===== src/rtl/mac_pkg.sv =====
// Shared types and defaults for the mac_accum slice.
//   state_t   : controller states IDLE / ACC / DONE (binary encoded)
//   *_DEF     : default parameter values for PW, AW, LEN_W
//   full_add  : one-bit full-adder cell, returns {carry, sum}
package mac_pkg;

  typedef enum logic [1:0] {
    IDLE = 2'd0,
    ACC  = 2'd1,
    DONE = 2'd2
  } state_t;

  localparam int unsigned PW_DEF    = 16;
  localparam int unsigned AW_DEF    = 24;
  localparam int unsigned LEN_W_DEF = 8;

  function automatic logic [1:0] full_add(input logic a, input logic b, input logic ci);
    return {(a & b) | (a & ci) | (b & ci), a ^ b ^ ci};
  endfunction

endpackage


===== src/rtl/mac_acc_add.sv =====
// AW-bit ripple-carry adder built from the full-adder cell.
// Ports:
//   a_i    [AW-1:0]  accumulator operand
//   b_i    [AW-1:0]  zero-extended product operand
//   sum_o  [AW-1:0]  a_i + b_i modulo 2^AW
//   cout_o           carry out of bit AW-1
module mac_acc_add
  import mac_pkg::*;
#(
  parameter int unsigned AW = AW_DEF
) (
  input  logic [AW-1:0] a_i,
  input  logic [AW-1:0] b_i,
  output logic [AW-1:0] sum_o,
  output logic          cout_o
);

  always_comb begin
    logic carry;
    logic [1:0] fa;
    carry = 1'b0;
    sum_o = '0;
    for (int unsigned i = 0; i < AW; i++) begin
      fa       = full_add(a_i[i], b_i[i], carry);
      sum_o[i] = fa[0];
      carry    = fa[1];
    end
    cout_o = carry;
  end

endmodule


===== src/rtl/mac_accum.sv =====
// Streaming accumulator behind the 8x8 array multiplier: sums a burst of
// `len` unsigned products and presents the result over valid/ready.
// Build option: define MAC_SAT_EN to saturate the accumulator to all-ones
// on carry out instead of wrapping (out_ovf is set in both builds).
// Ports:
//   clk, reset          clock, asynchronous active-high reset
//   start, len          begin a burst of len products (sampled in IDLE only)
//   in_valid/in_ready   product handshake, in_prod [PW-1:0]
//   out_valid/out_ready result handshake, out_sum [AW-1:0], out_ovf (sticky)
//   busy                high in ACC or DONE
// AW must be >= PW.
module mac_accum
  import mac_pkg::*;
#(
  parameter int unsigned PW    = PW_DEF,
  parameter int unsigned AW    = AW_DEF,
  parameter int unsigned LEN_W = LEN_W_DEF
) (
  input  logic             clk,
  input  logic             reset,
  input  logic             start,
  input  logic [LEN_W-1:0] len,
  input  logic             in_valid,
  output logic             in_ready,
  input  logic [PW-1:0]    in_prod,
  output logic             out_valid,
  input  logic             out_ready,
  output logic [AW-1:0]    out_sum,
  output logic             out_ovf,
  output logic             busy
);

  state_t           state_q, state_d;
  logic [AW-1:0]    acc_q, acc_d;
  logic [LEN_W-1:0] cnt_q, cnt_d;
  logic             ovf_q, ovf_d;

  logic [AW-1:0]    addend;
  logic [AW-1:0]    add_sum;
  logic             add_cout;
  logic             beat;

  assign addend = AW'(in_prod);
  assign beat   = in_valid && (state_q == ACC);

  mac_acc_add #(.AW(AW)) u_add (
    .a_i    (acc_q),
    .b_i    (addend),
    .sum_o  (add_sum),
    .cout_o (add_cout)
  );

  // State register
  always_ff @(posedge clk or posedge reset) begin
    if (reset) state_q <= IDLE;
    else       state_q <= state_d;
  end

  // Next-state logic
  always_comb begin
    state_d = state_q;
    case (state_q)
      IDLE: if (start) state_d = (len == '0) ? DONE : ACC;
      ACC:  if (beat && (cnt_q == LEN_W'(1))) state_d = DONE;
      DONE: if (out_ready) state_d = IDLE;
      default: state_d = IDLE;
    endcase
  end

  // Output logic
  always_comb begin
    in_ready  = (state_q == ACC);
    out_valid = (state_q == DONE);
    busy      = (state_q == ACC) || (state_q == DONE);
    out_sum   = acc_q;
    out_ovf   = ovf_q;
  end

  // Datapath next state: load on start, accumulate on beat, otherwise hold
  always_comb begin
    acc_d = acc_q;
    cnt_d = cnt_q;
    ovf_d = ovf_q;
    if ((state_q == IDLE) && start) begin
      acc_d = '0;
      ovf_d = 1'b0;
      cnt_d = len;
    end else if (beat) begin
`ifdef MAC_SAT_EN
      // Once all-ones, any nonzero addend carries again, so it stays pinned.
      acc_d = add_cout ? '1 : add_sum;
`else
      acc_d = add_sum;
`endif
      ovf_d = ovf_q | add_cout;
      cnt_d = cnt_q - LEN_W'(1);
    end
  end

  always_ff @(posedge clk or posedge reset) begin
    if (reset) begin
      acc_q <= '0;
      cnt_q <= '0;
      ovf_q <= 1'b0;
    end else begin
      acc_q <= acc_d;
      cnt_q <= cnt_d;
      ovf_q <= ovf_d;
    end
  end

endmodule


===== config.mk =====
export PLATFORM = sky130hd
export DESIGN_NAME = mac_accum
export DESIGN_NICKNAME = d
export VERILOG_FILES = /design/src/rtl/mac_pkg.sv /design/src/rtl/mac_acc_add.sv /design/src/rtl/mac_accum.sv
export SDC_FILE = /design/constraint.sdc
export NUM_CORES = 1
export LEC_CHECK = 0
export CAP_MARGIN = 20
export CORE_MARGIN = 10
export CORE_UTILIZATION = 40
export CTS_CLUSTER_SIZE = 12
export DETAILED_ROUTE_END_ITERATION = 16
export PLACE_DENSITY = 0.74
export SETUP_SLACK_MARGIN = 0.15
export SYNTH_ARGS = -nofsm -noshare
export SYNTH_HDL_FRONTEND = slang
export SYNTH_SLANG_ARGS = --single-unit

===== constraint.sdc =====
create_clock -name clk -period 14.1 [get_ports clk]
set_input_delay 2.82 -clock clk [delete_from_list [all_inputs] [get_ports clk]]
set_output_delay 2.82 -clock clk [all_outputs]
set_load 0.005 [all_outputs]

Word-level counts from Yosys, hierarchy flattened
Index checks and enable logic that the tools add are counted.

Word-level logic and storage cells: 154. Input port bits: 29. Register bits: 35.

$add $sub $neg: 1. Bitwise gates (word level): 124. Reductions and logical operators: 8. Equal/unequal tests: 6. Muxes and demuxes: 11.

Operators with widths (count): bitwise AND 1 bit (54); two-way mux 24 bit (2); XOR 1 bit (39); OR 1 bit (31); two-way mux 8 bit (2); == test 8 x 1 -> 1 bit (second input constant) (1); logical NOT 8 bit (1); two-way mux 2 bit (4); subtractor 8 x 1 -> 8 bit (second input constant) (1); one-hot mux 2 bit (3 select lines) (1); != test 2 x 1 -> 1 bit (second input constant) (2); logical AND 1 bit (3); AND reduction 3 bit (1); == test 2 x 1 -> 1 bit (second input constant) (1); == test 2 bit (second input constant) (1); logical NOT 2 bit (1); two-way mux 1 bit (2); != test 2 bit (second input constant) (1); nonzero test 2 bit (1); logical OR 1 bit (1).

Logic depth before layout (Yosys ltp)
Gate-level depths: netlist of run 1.

Depth in word-level cells: 57. Mapped depth: 28. Mapped depth without buffers: 28.

By module
Synthesis of run 1 repeated with hierarchy kept, for this count alone.

Cell total of the unflattened synthesis: 213. Area, all modules: 2115.8 µm².

By module, submodules not included: mac_accum (sequential area each 875.8 µm², cells each 184, times used 1, area each 1624.1 µm²); mac_acc_add (sequential area each 0.0 µm², cells each 29, times used 1, area each 491.7 µm²).

Worst setup path after synthesis of run 1
No wires, ideal clock.

Path type: input to register. Start: input port in_prod[0]. End: register acc_q[23] (netlist: out_sum[23]). Arrival time: 9.709 ns. Cell stages on the path: 28. Path slack: 4.255 ns. Required time: 13.964 ns. Setup time: 0.136 ns. Path through: ha_1 fa_1 inv_1 fa_1 fa_1 fa_1 fa_1 fa_1 fa_1 fa_1 fa_1 fa_1 fa_1 fa_1 fa_1 fa_1 fa_1 inv_1 ha_1 ha_1 ha_1 ha_1 ha_1 ha_1 ha_1 ha_1 nand2_1 a21oi_1.

Longest elaborated chain between the ends: 56. Elaborated cells on any way between the ends: 71.

RTL lines: start, declared (line mac_accum.sv:25) `input logic [PW-1:0] in_prod,`; bitwise AND 1 bit (*) (line mac_pkg.sv:18) `return {(a & b) | (a & ci) | (b & ci), a ^ b ^ ci};`; bitwise AND 1 bit (line mac_pkg.sv:18); OR 1 bit (line mac_pkg.sv:18); OR 1 bit (*) (line mac_pkg.sv:18); bitwise AND 1 bit (line mac_pkg.sv:18); OR 1 bit (line mac_pkg.sv:18); OR 1 bit (*) (line mac_pkg.sv:18); bitwise AND 1 bit (line mac_pkg.sv:18); [34 not listed]; OR 1 bit (*) (line mac_pkg.sv:18); bitwise AND 1 bit (line mac_pkg.sv:18); OR 1 bit (line mac_pkg.sv:18); OR 1 bit (*) (line mac_pkg.sv:18); bitwise AND 1 bit (*) (7 in a row) (line mac_pkg.sv:18); XOR 1 bit (*) (line mac_pkg.sv:18); two-way mux 24 bit (*) (line mac_accum.sv:88) `end else if (beat) begin`; two-way mux 24 bit (*) (line mac_accum.sv:84) `if ((state_q == IDLE) && start) begin`; end signal, assigned (line mac_accum.sv:102) `acc_q <= '0;`; end signal, assigned (line mac_accum.sv:106) `acc_q <= acc_d;`; end, declared (line mac_accum.sv:34) `logic [AW-1:0] acc_q, acc_d;`.

Every way passes the cells marked *; elsewhere a longest branch is shown, timed or not. The select of a mux whose other input is x is not followed. A chain may end at the register's enable or synchronous reset.

Worst setup path in the final report of run 1
Same ends and word-level chain as after synthesis.

==> results.toml, run 1 <==
[timing]
max_freq_mhz = 97.1
skew_ns = 0.00666
worst_slack_ns = 3.80
fin_crit_ns = 10.30
slew_headroom = 0.704
hold_viol = 0
setup-violations-final = 0
fin_tns_setup_ns = 0
worstMarginPinSlew_ns = 0.445
period_share = 0.730
rsz0062_at_grt = "false"
slew_viol_final = 0

[power_and_ir_drop]
p_per_area_nw_per_um2 = 155
ir_drop_mv = 0.0851
total_power_mw = 0.445
leakagePower_nw = 1.25

[setup_path]
worstPathArrival_ns = 10.45
worst_path_largest_cell_delay_ns = 0.47
timing.critical_path.from = "in_prod[0]"
endpoint = "out_sum[23]"
critical-path-top-delay-family = "adder cells"
required_ns = 14.25
reg2reg_depth = 28
crit_path_top_delay_cell = "clkdlybuf4s50_1"
cp-end-kind = "flip-flop"
regToRegEndpoint = "out_sum[23]"
cp_max_fo = 1
crit_type = "input port to flip-flop"
cp_num_buf_inv = 3
r2r-start = "out_sum[0]"
cpMostUsedCell = "fa_1"
cp-start-kind = "input port"
reg2reg_slack_ns = 6.43
crit_cells = 29

[floorplanning]
die_w_um = 92.9
dieArea_um2 = 8630
io_pins = 57
start_util = 0.414
die_h_um = 92.9
rows = 26
core-area_um2 = 5140

[clocking]
htreeDepth = 2
clk_pin_slew_worst_paths_ns = 0.07
cts.root.buffer_cell = "clkbuf_8"
numCtsBuffers = 5
postCtsResizedCells = 0
cts_setup_buffers = 0
hold_buffers = 0
cts_tree = "done"
clk-insertion-delay-late_ns = 0.28
cts.sinks = 35
cts_buffer_depth = 2

[placed_design]
place_area_um2 = 2760
dpl.hpwl_mm = 3.68
io_buffer_count = 56
place_ws_ns = 3.48
place_congestion = 0.737

[grt]
grt_pass1_wl_mm = 8.25
grt_max_degree = 42
antenna_found_initial = 0
grt_overflow = 0
grt_pass1_vias = 1715
grt_util_all_layers = 0.116

[route]
first_pass_iters = 4
drtAntennaViolNets = 0
via_count = 1621
first_iter_violations = 52
drc = 0
wirelength_mm = 4.70
post_drt_via_cell_ratio = 4.66
wire_per_inst_um = 13.5

[synth]
ys_async_sr_fraction = 1.00
ys_seq_elements = 35
synth_top_cell_by_area = "dfrtp_1"
post-synth-top-count-cell = "inv_1"
yosys_warnings = 0
synth_edf_count = 0
ys_types = 23
synthCells = 221
netlist_area_um2 = 2130
avgSynthCellArea_um2 = 9.62
synth_ff_type = "dfrtp_1"
synth_commonest_cells = "inv_1, dfrtp_1, nand2_1"
synth_area_leaders = "dfrtp_1, fa_1, ha_1"
synth-seq-area-share = 0.412
synth_nets = 279
synth_top_area_frac = 0.412

[status]
status = "finished, final reports clean"

[layout]
nets = 335
diodes = 0
fin_area_um2 = 2870
area_growth_pct = 34.7
drive_above_1_share = 0.0504

[run]
drv_cap = 0

[min_path]
hold_path.startpoint = "out_ovf"
hold_class = "flip-flop to flip-flop"
[state kept, by name, indices dropped and copies added (netlist names)]
| name | count |
|---|---|
| out_sum | 24 |
| cnt_q | 8 |
| state_q | 2 |
| out_ovf | 1 |
[cells by family after synthesis]
group                      count (synthesis)  synth area share
adders and majority gates                 29             0.224
buffers and inverters                     47            0.0835
and+or+nand+nor                           61             0.124
xor gates and xnor gates                   7            0.0288
DFF                                       35             0.412
AOI/OAI and AO/OA                         42             0.129
[tightest hold or removal path, stage by stage, from the launching register on]
cell and delay, ns:
dfrtp_1 0.36, a21oi_1 0.05, nor2_1 0.08
[cell type report]
cell class,count,area [um2]
multi-input combinational,139,1080
clock buffer,7,96.3
inverter,37,139
clock inverter,1,7.51
tap,70,87.6
sequential,35,876
timing repair buffer,59,583
fill,491,2270
[placed cells by master, fill, tap and decap left out, drive strengths merged, types with 3 or more instances in the layout]
| master | n |
|---|---|
| nand2 | 30 |
| xnor2 | 6 |
| inv | 37 |
| nor4 | 3 |
| a21oi | 16 |
| o21ai | 9 |
| fa | 15 |
| a211oi | 14 |
| clkbuf | 7 |
| dfrtp | 35 |
| buf | 3 |
| ha | 14 |
| nor2 | 20 |
| clkdlybuf4s50 | 56 |
[power by group]
group	internal (mW)	switching (mW)	total, mW
clock	0.0444	0.0348	0.0792
combinational	0.107	0.0993	0.206
sequential	0.132	0.0277	0.160
[how the worst min path moves through the flow]
stage               to  depth (start not counted)
2_1_floorplan  out_ovf                          2
3_3_place_gp   out_ovf                          2
3_5_place_dp   out_ovf                          2
4_1_cts        out_ovf                          2
5_1_grt        out_ovf                          2
6_report       out_ovf                          2
[per-stage QoR]
step	util	instances	hold slack [ns]
floorplan	-	221	0.486
global placement	0.537	340	0.502
detailed placement	0.537	340	0.513
CTS	0.557	348	0.532
global route	0.557	348	0.566
finish	0.557	348	0.525
[metal layers]
metal / up-vias / GRT usage / share of wire
li1: 817 / - / -
met4: 0 / 0.0270 / 0.0034
met5: - / 0 / 0
met3: 2 / 0.0371 / 0.054
met2: 37 / 0.201 / 0.50
met1: 765 / 0.136 / 0.45
No activity file was read; power rests on OpenSTA's default activity.
==> run 2: changes to the inputs <==
- PLACE_DENSITY: 0.74 -> 0.77
- clock period: 14.1 -> 9.2 ns (I/O delays scaled with it)
==> run 2 against run 1 <==
- total power increased by 54%
- routed wire length increased by 8.0%
- first-iteration DRC count rose by 37%
- hold slack improved by 0.0066 ns
- critical path type unchanged
- via count increased by 1.7%
- register-to-register slack worse by 4.8 ns
==> results.toml, run 2 (synthesis results as in run 1) <==
[status]
status = "finished, final reports clean"

[clocking]
cts_buffer_depth = 2
cts.root.buffer_cell = "clkbuf_8"
cts_tree = "done"
cts_setup_buffers = 0
clk_pin_slew_worst_paths_ns = 0.06
clk-insertion-delay-late_ns = 0.28
hold_buffers = 0
numCtsBuffers = 5
htreeDepth = 2
cts.sinks = 35

[layout]
mostFrequentLayoutCells = "clkdlybuf4s50_1, inv_1, dfrtp_1, nand2_1, nor2_1"
layout_commonest_cell = "clkdlybuf4s50_1"
largest_reg_flops = 24
instances_no_fill = 346
drive_above_1_share = 0.134
fin_util = 0.576
area_growth_pct = 39.2
nets = 335
diodes = 0

[power_and_ir_drop]
ir_drop_mv = 0.114
leakagePower_nw = 1.22
p_per_area_nw_per_um2 = 232

[min_path]
hold_class = "flip-flop to flip-flop"
hold_path_end = "out_ovf"
hold_path.startpoint = "out_ovf"
hold_path_depth = 2

[setup_path]
required_ns = 9.36
cp_max_fo = 1
worstPathArrival_ns = 9.01
crit_type = "input port to flip-flop"
regToRegEndpoint = "out_sum[23]"
reg2reg_slack_ns = 1.63
r2r-start = "out_sum[0]"
cp-end-kind = "flip-flop"
reg2reg_depth = 28
cp-start-kind = "input port"

[timing]
fin_crit_ns = 8.85
skew_ns = 0.00266
slew_headroom = 0.678
fin_tns_setup_ns = 0
period_share = 0.962
slew_viol_final = 0
rsz0062_at_grt = "false"
setup-violations-final = 0
worst_slack_ns = 0.350
hold_viol = 0
max_freq_mhz = 113
worstMarginPinSlew_ns = 0.479

[floorplanning]
rows = 26
core-area_um2 = 5140
die_h_um = 92.9
start_util = 0.414
dieArea_um2 = 8630
io_pins = 57
die_w_um = 92.9

[placed_design]
io_buffer_count = 56
place_ws_ns = -0.523
dpl.hpwl_mm = 3.63
dpl.cell_count = 340
place_congestion = 0.746

[grt]
grt_overflow = 0
grt_pass1_vias = 1778
grt_pass1_wl_mm = 8.36
antenna_found_initial = 0
grt_util_all_layers = 0.119
grt_max_degree = 42

[route]
wire_per_inst_um = 14.7
first_pass_iters = 4
via_count = 1648
first_iter_violations = 71
drc = 0
wirelength_mm = 5.08
drtAntennaViolNets = 0
post_drt_via_cell_ratio = 4.76

[run]
drv_cap = 0
## run 2: cell types whose count changed in the layout (fill, tap and decap cells not counted), moves of 2 or more
cell             before  now
fa_1                 15    0
fa_2                  0   15
ha_1                 14    6
ha_4                  0    6
clkbuf_8              7    5
clkdlybuf4s50_1      56   54
dlymetal6s2s_1        0    2
ha_2                  0    2
inv_1                37   35
inv_2                 0    2
## run 2: timing repair
item                                    CTS  global route
pin swaps                                 0            15
resized for setup                         8            26
endpoints found under the setup margin    4             3
## run 2: layout make-up
cell class / count / area [um2]
clock buffer: 6 / 72.6
fill: 468 / 2180
inverter: 37 / 139
multi-input combinational: 139 / 1200
sequential: 35 / 876
tap: 70 / 87.6
timing repair buffer: 59 / 588
## run 2: metrics by stage
stage	instance area (um2)	hold WS, ns	power (mW)
finish	2960	0.532	0.686
global route	2960	0.586	0.757
CTS	2850	0.532	0.679
detailed placement	2760	0.520	0.570
global placement	2760	0.493	0.559
floorplan	2130	0.486	0.436
## run 2: power by group
| part | total, mW | internal, mW | switching [mW] | leakage, nW |
|---|---|---|---|---|
| Combinational | 0.337 | 0.175 | 0.162 | 0.723 |
| Clock | 0.101 | 0.0504 | 0.0504 | 0.0371 |
| Sequential | 0.248 | 0.203 | 0.0450 | 0.460 |
## run 2: how the worst max path moves through the flow
stage	start	endpoint	slack [ns]
after floorplan	in_prod[0]	out_sum[23]	0.33
after global placement	in_prod[0]	out_sum[23]	-0.37
after detailed placement	in_prod[0]	out_sum[23]	-0.52
after CTS	in_prod[0]	out_sum[23]	0.17
after global routing	in_prod[2]	out_sum[23]	0.14
final	in_prod[2]	out_sum[23]	0.35
## run 2: per-layer routing
metal  up-vias  GRT usage  routed length [um]
li1        812          -                   -
met1       794      0.138                2140
met2        37      0.194                2600
met3         5     0.0508                 313
met4         0     0.0373                  30
met5         -          0                   0
## run 2: worst max-delay path: stages
cell	delay [ns]
clkdlybuf4s50_1	0.45
inv_1	0.05
fa_2	0.39
fa_2	0.39
fa_2	0.38
fa_2	0.40
fa_2	0.37
fa_2	0.37
fa_2	0.39
fa_2	0.39
fa_2	0.38
fa_2	0.37
fa_2	0.37
fa_2	0.37
fa_2	0.37
fa_2	0.37
inv_2	0.07
ha_4	0.13
ha_4	0.13
ha_4	0.13
ha_4	0.13
ha_4	0.13
ha_4	0.11
ha_2	0.15
ha_1	0.23
nand2_1	0.08
a21oi_2	0.05
